$ cat config.mk
export PLATFORM = sky130hd
export DESIGN_NAME = reg_bus_master
export DESIGN_NICKNAME = d
export VERILOG_FILES = /design/src/rtl/reg_bus_master.sv
export SDC_FILE = /design/constraint.sdc
export NUM_CORES = 1
export LEC_CHECK = 0
export CAP_MARGIN = 20
export CORE_ASPECT_RATIO = 1.5
export CORE_UTILIZATION = 42
export CTS_CLUSTER_SIZE = 16
export DETAILED_ROUTE_END_ITERATION = 7
export PLACE_DENSITY = 0.82
export SLEW_MARGIN = 0
export SYNTH_ARGS = -nofsm -noshare
export SYNTH_HDL_FRONTEND = slang
export SYNTH_SLANG_ARGS = --single-unit
$ cat constraint.sdc
create_clock -name clk -period 1.9 [get_ports clk]
set_clock_uncertainty 0.15 [all_clocks]
set_input_delay 0.285 -clock clk [delete_from_list [all_inputs] [get_ports clk]]
set_output_delay 0.285 -clock clk [all_outputs]
set_load 0.02 [all_outputs]
$ cat src/rtl/reg_bus_master.sv
// rtl/reg_bus_master.sv - single-outstanding initiator for the sel/wr/addr/wdata/rdata/ready register bus
// Reads follow the slave's ready-drop/recovery handshake; a stalled slave is aborted after TIMEOUT cycles.
module reg_bus_master #(
   parameter int ADDR_WIDTH = 8,
   parameter int DATA_WIDTH = 16,
   parameter int TIMEOUT    = 16
) (
   input  logic                  clk,
   input  logic                  rst,
   input  logic                  cmd_valid,
   output logic                  cmd_ready,
   input  logic                  cmd_wr,
   input  logic [ADDR_WIDTH-1:0] cmd_addr,
   input  logic [DATA_WIDTH-1:0] cmd_wdata,
   output logic                  rsp_valid,
   input  logic                  rsp_ready,
   output logic                  rsp_wr,
   output logic [DATA_WIDTH-1:0] rsp_rdata,
   output logic                  rsp_err,
   output logic                  bus_sel,
   output logic                  bus_wr,
   output logic [ADDR_WIDTH-1:0] bus_addr,
   output logic [DATA_WIDTH-1:0] bus_wdata,
   input  logic [DATA_WIDTH-1:0] bus_rdata,
   input  logic                  bus_ready
);

   localparam int CW = (TIMEOUT > 2) ? $clog2(TIMEOUT) : 1;
   localparam logic [CW-1:0] CNT_LAST = CW'(TIMEOUT - 1);

   typedef enum logic [2:0] {IDLE, REQ, RDATA, WAIT_RDY, RESP} state_t;

   state_t        state;
   logic [CW-1:0] cnt;
   logic          wr_q;
   logic          timed_out;

   assign cmd_ready = (state == IDLE);
   assign timed_out = (cnt == CNT_LAST);

   always_ff @(posedge clk) begin
      if (rst) begin
         state     <= IDLE;
         cnt       <= '0;
         wr_q      <= 1'b0;
         bus_sel   <= 1'b0;
         bus_wr    <= 1'b0;
         bus_addr  <= '0;
         bus_wdata <= '0;
         rsp_valid <= 1'b0;
         rsp_wr    <= 1'b0;
         rsp_err   <= 1'b0;
         rsp_rdata <= '0;
      end else begin
         case (state)
            IDLE: begin
               if (cmd_valid) begin
                  wr_q      <= cmd_wr;
                  bus_sel   <= 1'b1;
                  bus_wr    <= cmd_wr;
                  bus_addr  <= cmd_addr;
                  bus_wdata <= cmd_wdata;
                  cnt       <= '0;
                  state     <= REQ;
               end
            end
            REQ: begin
               if (bus_ready) begin
                  if (wr_q) begin
                     bus_sel   <= 1'b0;
                     bus_wr    <= 1'b0;
                     rsp_valid <= 1'b1;
                     rsp_wr    <= 1'b1;
                     rsp_rdata <= '0;
                     rsp_err   <= 1'b0;
                     state     <= RESP;
                  end else begin
                     state <= RDATA;
                  end
               end else if (timed_out) begin
                  bus_sel   <= 1'b0;
                  bus_wr    <= 1'b0;
                  rsp_valid <= 1'b1;
                  rsp_wr    <= wr_q;
                  rsp_rdata <= '0;
                  rsp_err   <= 1'b1;
                  state     <= RESP;
               end else begin
                  cnt <= cnt + 1'b1;
               end
            end
            // sel stays high this cycle so the slave can re-raise ready
            RDATA: begin
               rsp_rdata <= bus_rdata;
               bus_sel   <= 1'b0;
               cnt       <= '0;
               state     <= WAIT_RDY;
            end
            WAIT_RDY: begin
               if (bus_ready) begin
                  rsp_valid <= 1'b1;
                  rsp_wr    <= 1'b0;
                  rsp_err   <= 1'b0;
                  state     <= RESP;
               end else if (timed_out) begin
                  rsp_valid <= 1'b1;
                  rsp_wr    <= wr_q;
                  rsp_rdata <= '0;
                  rsp_err   <= 1'b1;
                  state     <= RESP;
               end else begin
                  cnt <= cnt + 1'b1;
               end
            end
            RESP: begin
               if (rsp_ready) begin
                  rsp_valid <= 1'b0;
                  state     <= IDLE;
               end
            end
            default: state <= IDLE;
         endcase
      end
   end

endmodule
==> results of run 1 <==
-- state kept, by name, summed over array words and instances, names as in the netlist, named ones only --
name / flops
bus_wdata: 16
rsp_rdata: 16
bus_addr: 8
cnt: 4
state: 3
bus_sel: 1
bus_wr: 1
rsp_err: 1
rsp_valid: 1
wr_q: 1
-- worst min-delay path by stage --
stage	start	end	slack, ns
2_1_floorplan	bus_rdata[0]	rsp_rdata[0]	0.24
3_3_place_gp	bus_wdata[5]	bus_wdata[5]	0.29
3_5_place_dp	bus_addr[1]	bus_addr[1]	0.30
4_1_cts	rst	state[0]	0.24
5_1_grt	rst	state[0]	0.26
6_report	rst	state[0]	0.25
-- worst max-delay path: cells and delay by family (launching register included) --
kind	cells	cell delay, ns
buf+inv	1	0.31
simple gates	2	0.43
flops	1	0.33
-- synth_stat cells (2+ instances only) --
cell and number:
a211oi_1 3, or3_1 2, a311oi_1 2, nor4b_4 2
buf_6 3, o21ai_0 14, nand2b_1 22, nor3_1 2
clkbuf_1 6, inv_1 3, a21oi_1 29, or2_2 2
o21ai_1 5, dfxtp_1 53, or4b_1 2, buf_2 7
nand3_1 2, a31oi_1 2, nor2_1 6, nand2_1 69
buf_4 2
-- through the flow --
step	setup TNS, ns	cell area, um2	hold WS, ns	worst slack, ns	utilization [%]
2_1_floorplan	0	2197	0.2436	0.2169	-
3_3_place_gp	0	3197	0.2912	0.004732	64.90
3_5_place_dp	-0.4757	3197	0.2964	-0.08987	64.90
4_1_cts	0	3279	0.2360	0.07267	66.57
5_1_grt	0	3281	0.2562	0.02899	66.60
6_report	0	3281	0.2483	0.1052	66.60
-- logic make-up (layout without fill, tap and decap cells) --
kind of cell             Yosys count  count (layout)  synth area share (%)
AO/OA/AOI/OAI                     64              64                 17.08
buffers and inverters             21             116                 5.352
AND/OR/NAND/NOR                  118             118                 28.25
multiplexers                       1               1                0.4556
adder cells (fa/ha/maj)            1               1                0.5694
flip-flops                        53              53                 48.29
-- layout make-up --
cell class / instances / area (um2)
fillers: 412 / 1645
clock buffers: 7 / 76.32
repair buffers: 105 / 1023
flip-flops and latches: 53 / 1061
inverters: 3 / 11.26
clock inverters: 1 / 7.507
multi-input cells: 184 / 1018
well taps: 66 / 82.58
-- where the power goes --
part	switching [mW]	total, mW	leakage (nW)	internal [mW]
clock network	0.350	0.612	0.0385	0.262
registers	0.0355	1.21	0.432	1.17
logic	0.265	0.544	0.722	0.279
-- cell usage in the layout, fill, tap and decap left out, types with 2 or more instances in the layout --
cell type        netlist  routed
nor4b_4                2       2
or3_1                  2       2
nor2_1                 6       6
or4b_1                 2       2
a211oi_1               3       3
clkbuf_1               6       2
clkdlybuf4s50_1        0      89
a21oi_1               29      29
a311oi_1               2       2
buf_4                  2      13
nor3_1                 2       2
nand2b_1              22      22
clkbuf_8               0       5
inv_1                  3       3
o21ai_0               14      14
dfxtp_1               53      53
a31oi_1                2       2
nand2_1               69      69
nand3_1                2       2
o21ai_1                5       5
or2_2                  2       2
-- per-layer routing --
layer / share of wire, % / vias to the layer above / routed length [um] / global-route usage (%)
met5: 0 / - / 0 / 0
met4: 2.0 / 0 / 106 / 7.765
met3: 5.2 / 12 / 281 / 3.582
met2: 51 / 77 / 2793 / 35.60
met1: 41 / 974 / 2245 / 24.48
li1: - / 1059 / - / -
==> impl_metrics.ini, run 1 <==
[run_status]
status = complete, no violations

[timing]
relSlewSlack_pct = 72.56
post-route-period-util_pct = 94.46
drv_slew = 0
tightestPinTransition_ns = 0.4116
rsz0062_at_grt = false
period_minus_slack_ns = 1.795
finalSetupViolations = 0
finalHoldViolCount = 0
fmax_ghz = 0.5572

[placement]
dpl.hpwl_um = 3936
place_congestion = 0.8517
dp.cells = 411
placement.io_buffers = 91

[layout]
diodes = 0
drive_gt1_share_pct = 8.499
syn2layout_area_growth_pct = 49.32
fin_cells = 419
nets = 399

[clocking]
path_clk_slew_ns = 0.09
cts_hold_buf = 0
clock_sinks = 53
cts_tree = yes
cts_resized = 1
post_cts_buffers = 0
cts_buffers = 5
cts-htree-levels = 2
clock_path_buffers = 2
clkLatencyLatePin_ns = 0.30
root_buffer = clkbuf_8

[job]
cap_viol_max_count = 0

[power_and_ir_drop]
total_power_mw = 2.364
power.density_nw_per_um2 = 720.6
power.leakage_nw = 1.192
ir_worst_vdd_uv = 601.4

[drt]
vias = 2122
remaining_drc_errors = 0
detail-route-antenna-nets = 0
dr.pass1.iters = 4
first_iter_violations = 108
totalWireLength_um = 5426
wl_per_cell_um = 12.95
viasPerCell = 5.064

[yosys]
postSynthCellCount = 258
avgSynthCellArea_um2 = 8.516
yosysWarningCount = 0
synth.largest_area_cell = dfxtp_1
async_reset_ff_share_pct = 0
synth_edf_count = 0
netlist.area_leader.share_pct = 48.29
ys_ff_latch = 53
synthesis.nets = 305
synthFlopType = dfxtp_1
synth-seq-area-share_pct = 48.29
synth_cell_types = 41
synth_area_leaders = dfxtp_1 48%, nand2_1 12%, a21oi_1 6.6%
syn_area_um2 = 2197

[critical_path]
critPathLaunch = state[2]
reg2reg_from = cnt[0]
rr_worst_depth = 5
worstPathCellList = or2_2 > nor2_1 > clkdlybuf4s15_1
crit_end = cmd_ready
start_kind = flip-flop
crit_type = flip-flop to output pin
cp_max_fo = 3
slowest_delay_ns = 0.33
cpMaxStageDelayCell = dfxtp_1
crit_path_end_kind = output pin
crit_arrival_ns = 1.36
cp_data_required_time_ns = 1.46
reg2reg_to = rsp_rdata[7]
r2r_setup_slack_ns = 0.14

[grt]
gr-total-overflow = 0
grt_max_degree = 27
grt_first_pass_wirelength_um = 8838
antenna_found_initial = 0
grt.total_usage_pct = 20.69
grt_pass1_vias = 1993

[die]
num_rows = 31
pin_count = 92
core_um2 = 4926
die-width_um = 61.06
initial_core_util_pct = 44.60
die_area_um2 = 5530
die_y_um = 90.58

[hold_path]
hp-class = input port to flip-flop
holdPathStages = 2
(Power assumes the default switching activity.)
==> run 2, diff against run 1 <==
==> constraint.sdc (replaced) <==
create_clock -name clk -period 1.7 [get_ports clk]
set_clock_uncertainty 0.15 [all_clocks]
set_input_delay 0.255 -clock clk [delete_from_list [all_inputs] [get_ports clk]]
set_output_delay 0.255 -clock clk [all_outputs]
set_load 0.02 [all_outputs]
==> run 2 against run 1 <==
Effect of this change: utilization grew 2.8 points; final cell count grew 0.72%; routed wire length grew 3.2%; worst setup slack lost 0.075 ns; largest cell class is now buffers; critical path type unchanged; non-clock buffer count grew 3; clock-buffer cell count is the same.
==> impl_metrics.ini, run 2 (synthesized netlist as in run 1, its figures left out) <==
[run_status]
status = complete, no violations

[drt]
totalWireLength_um = 5601
viasPerCell = 4.896
dr.pass1.iters = 4
first_iter_violations = 56
vias = 2066
detail-route-antenna-nets = 0
wl_per_cell_um = 13.27
remaining_drc_errors = 0

[clocking]
cts-htree-levels = 2
root_buffer = clkbuf_8
cts_hold_buf = 0
clock_sinks = 53
cts_buffers = 5
post_cts_buffers = 0
cts_resized = 5
clock_path_buffers = 2
clkLatencyLatePin_ns = 0.30
cts_tree = yes
path_clk_slew_ns = 0.09

[power_and_ir_drop]
clock_power_share_pct = 30.7
power.density_nw_per_um2 = 829.5
ir_worst_vdd_uv = 600.8
total_power_mw = 2.836
swShare_pct = 25.60
sequentialPowerShare_pct = 47.7
power.leakage_nw = 1.629
p_switching_mw = 0.7260
combPwrFrac_pct = 21.7
intPower_mw = 2.110

[timing]
relSlewSlack_pct = 76.47
finalSetupViolations = 0
setup-tns-final_ns = 0
post-route-period-util_pct = 98.21
period_minus_slack_ns = 1.670
hold_ws_ns = 0.1434
drv_slew = 0
tightestPinTransition_ns = 0.3514
finalHoldViolCount = 0
fmax_ghz = 0.5990

[job]
cap_viol_max_count = 0

[grt]
grt_pass1_vias = 2030
gr-total-overflow = 0
grt_first_pass_wirelength_um = 8887
grt.total_usage_pct = 20.92
grt_max_degree = 27
antenna_found_initial = 0

[critical_path]
worstPathCellList = clkdlybuf4s50_1
slowest_delay_ns = 0.61
crit_type = flip-flop to output pin
cp_data_required_time_ns = 1.29
cpMaxStageDelayCell = clkdlybuf4s50_1
cp.buffers_inverters = 1
reg2reg_from = state[2]
start_kind = flip-flop
crit_arrival_ns = 1.26
rr_worst_depth = 5
crit_path_end_kind = output pin
reg2reg_to = bus_addr[1]
r2r_setup_slack_ns = 0.08
cp_max_fo = 2
path_delay_family = buffers and inverters

[layout]
final_common_cell = nand2_1
drive_gt1_share_pct = 10.67
final_cell_mix = 69 x nand2_1, 66 x clkdlybuf4s50_1, 52 x dfxtp_1
largestRegisters = bus_wdata (16), rsp_rdata (16), bus_addr (8)
nets = 402
diodes = 0
design_area_um2 = 3418
syn2layout_area_growth_pct = 55.58

[die]
num_rows = 31
die_y_um = 90.58
initial_core_util_pct = 44.60
die-width_um = 61.06
core_um2 = 4926
pin_count = 92
die_area_um2 = 5530

[placement]
placement.io_buffers = 91
placed_cell_area_um2 = 3219
place_congestion = 0.8133
dpl.hpwl_um = 4059

[hold_path]
worstHoldEndpoint = cnt[1]
hp-class = input port to flip-flop
holdPathStages = 2
hold_start = rst
run 2: cell type report:
class                           instances  area, um2
Tap cell                               66      82.58
Clock inverter                          1      30.03
Fill cell                             426       1508
Clock buffer                            7      86.33
Sequential cell                        53       1062
Timing Repair Buffer                  108       1111
Inverter                                3      11.26
Multi-Input combinational cell        184       1035
run 2: worst max path at each step:
stage	start	end	cells past startpoint	slack, ns
floorplan	cnt[0]	rsp_rdata[10]	5	0.02
global placement	bus_ready	rsp_err	4	-0.17
detailed placement	bus_ready	rsp_rdata[11]	5	-0.19
CTS	flip-flop	rsp_wr	1	0.003
global route	bus_wdata[6]	bus_wdata[6]	1	-0.0007
finish	bus_wdata[5]	bus_wdata[5]	1	0.03
run 2: per-layer routing:
| layer | part of all wire (%) | wire length (um) | GRT usage, % |
|---|---|---|---|
| met1 | 40 | 2268 | 23.22 |
| met5 | 0 | 0 | 0 |
| met2 | 53 | 2981 | 36.96 |
| met3 | 4.4 | 246 | 4.585 |
| met4 | 1.9 | 105 | 7.765 |
run 2: through the flow:
stage          instances  setup slack (ns)  util [%]
2_1_floorplan        258           0.01693         -
3_3_place_gp         414           -0.1686     65.35
3_5_place_dp         414           -0.1905     65.35
4_1_cts              422          0.003195     67.67
5_1_grt              422        -0.0006598     69.39
6_report             422           0.03042     69.39
run 2: power groups by stage:
stage,logic [mW],registers (mW),clock network [mW]
6_report,0.614,1.35,0.870
5_1_grt,0.664,1.36,0.951
4_1_cts,0.614,1.35,0.900
3_5_place_dp,0.615,1.38,0
3_3_place_gp,0.606,1.38,0
2_1_floorplan,0.237,1.45,0
==> run 3, diff against run 2 <==
--- a/config.mk
+++ b/config.mk
@@ -10,6 +10,7 @@
 export CORE_UTILIZATION = 42
 export CTS_CLUSTER_SIZE = 16
 export DETAILED_ROUTE_END_ITERATION = 7
+export GPL_ROUTABILITY_DRIVEN = 0
 export PLACE_DENSITY = 0.82
 export SLEW_MARGIN = 0
 export SYNTH_ARGS = -nofsm -noshare
==> results of run 3 <==
The final DEF is identical to that of run 2; final timing and power are the same.
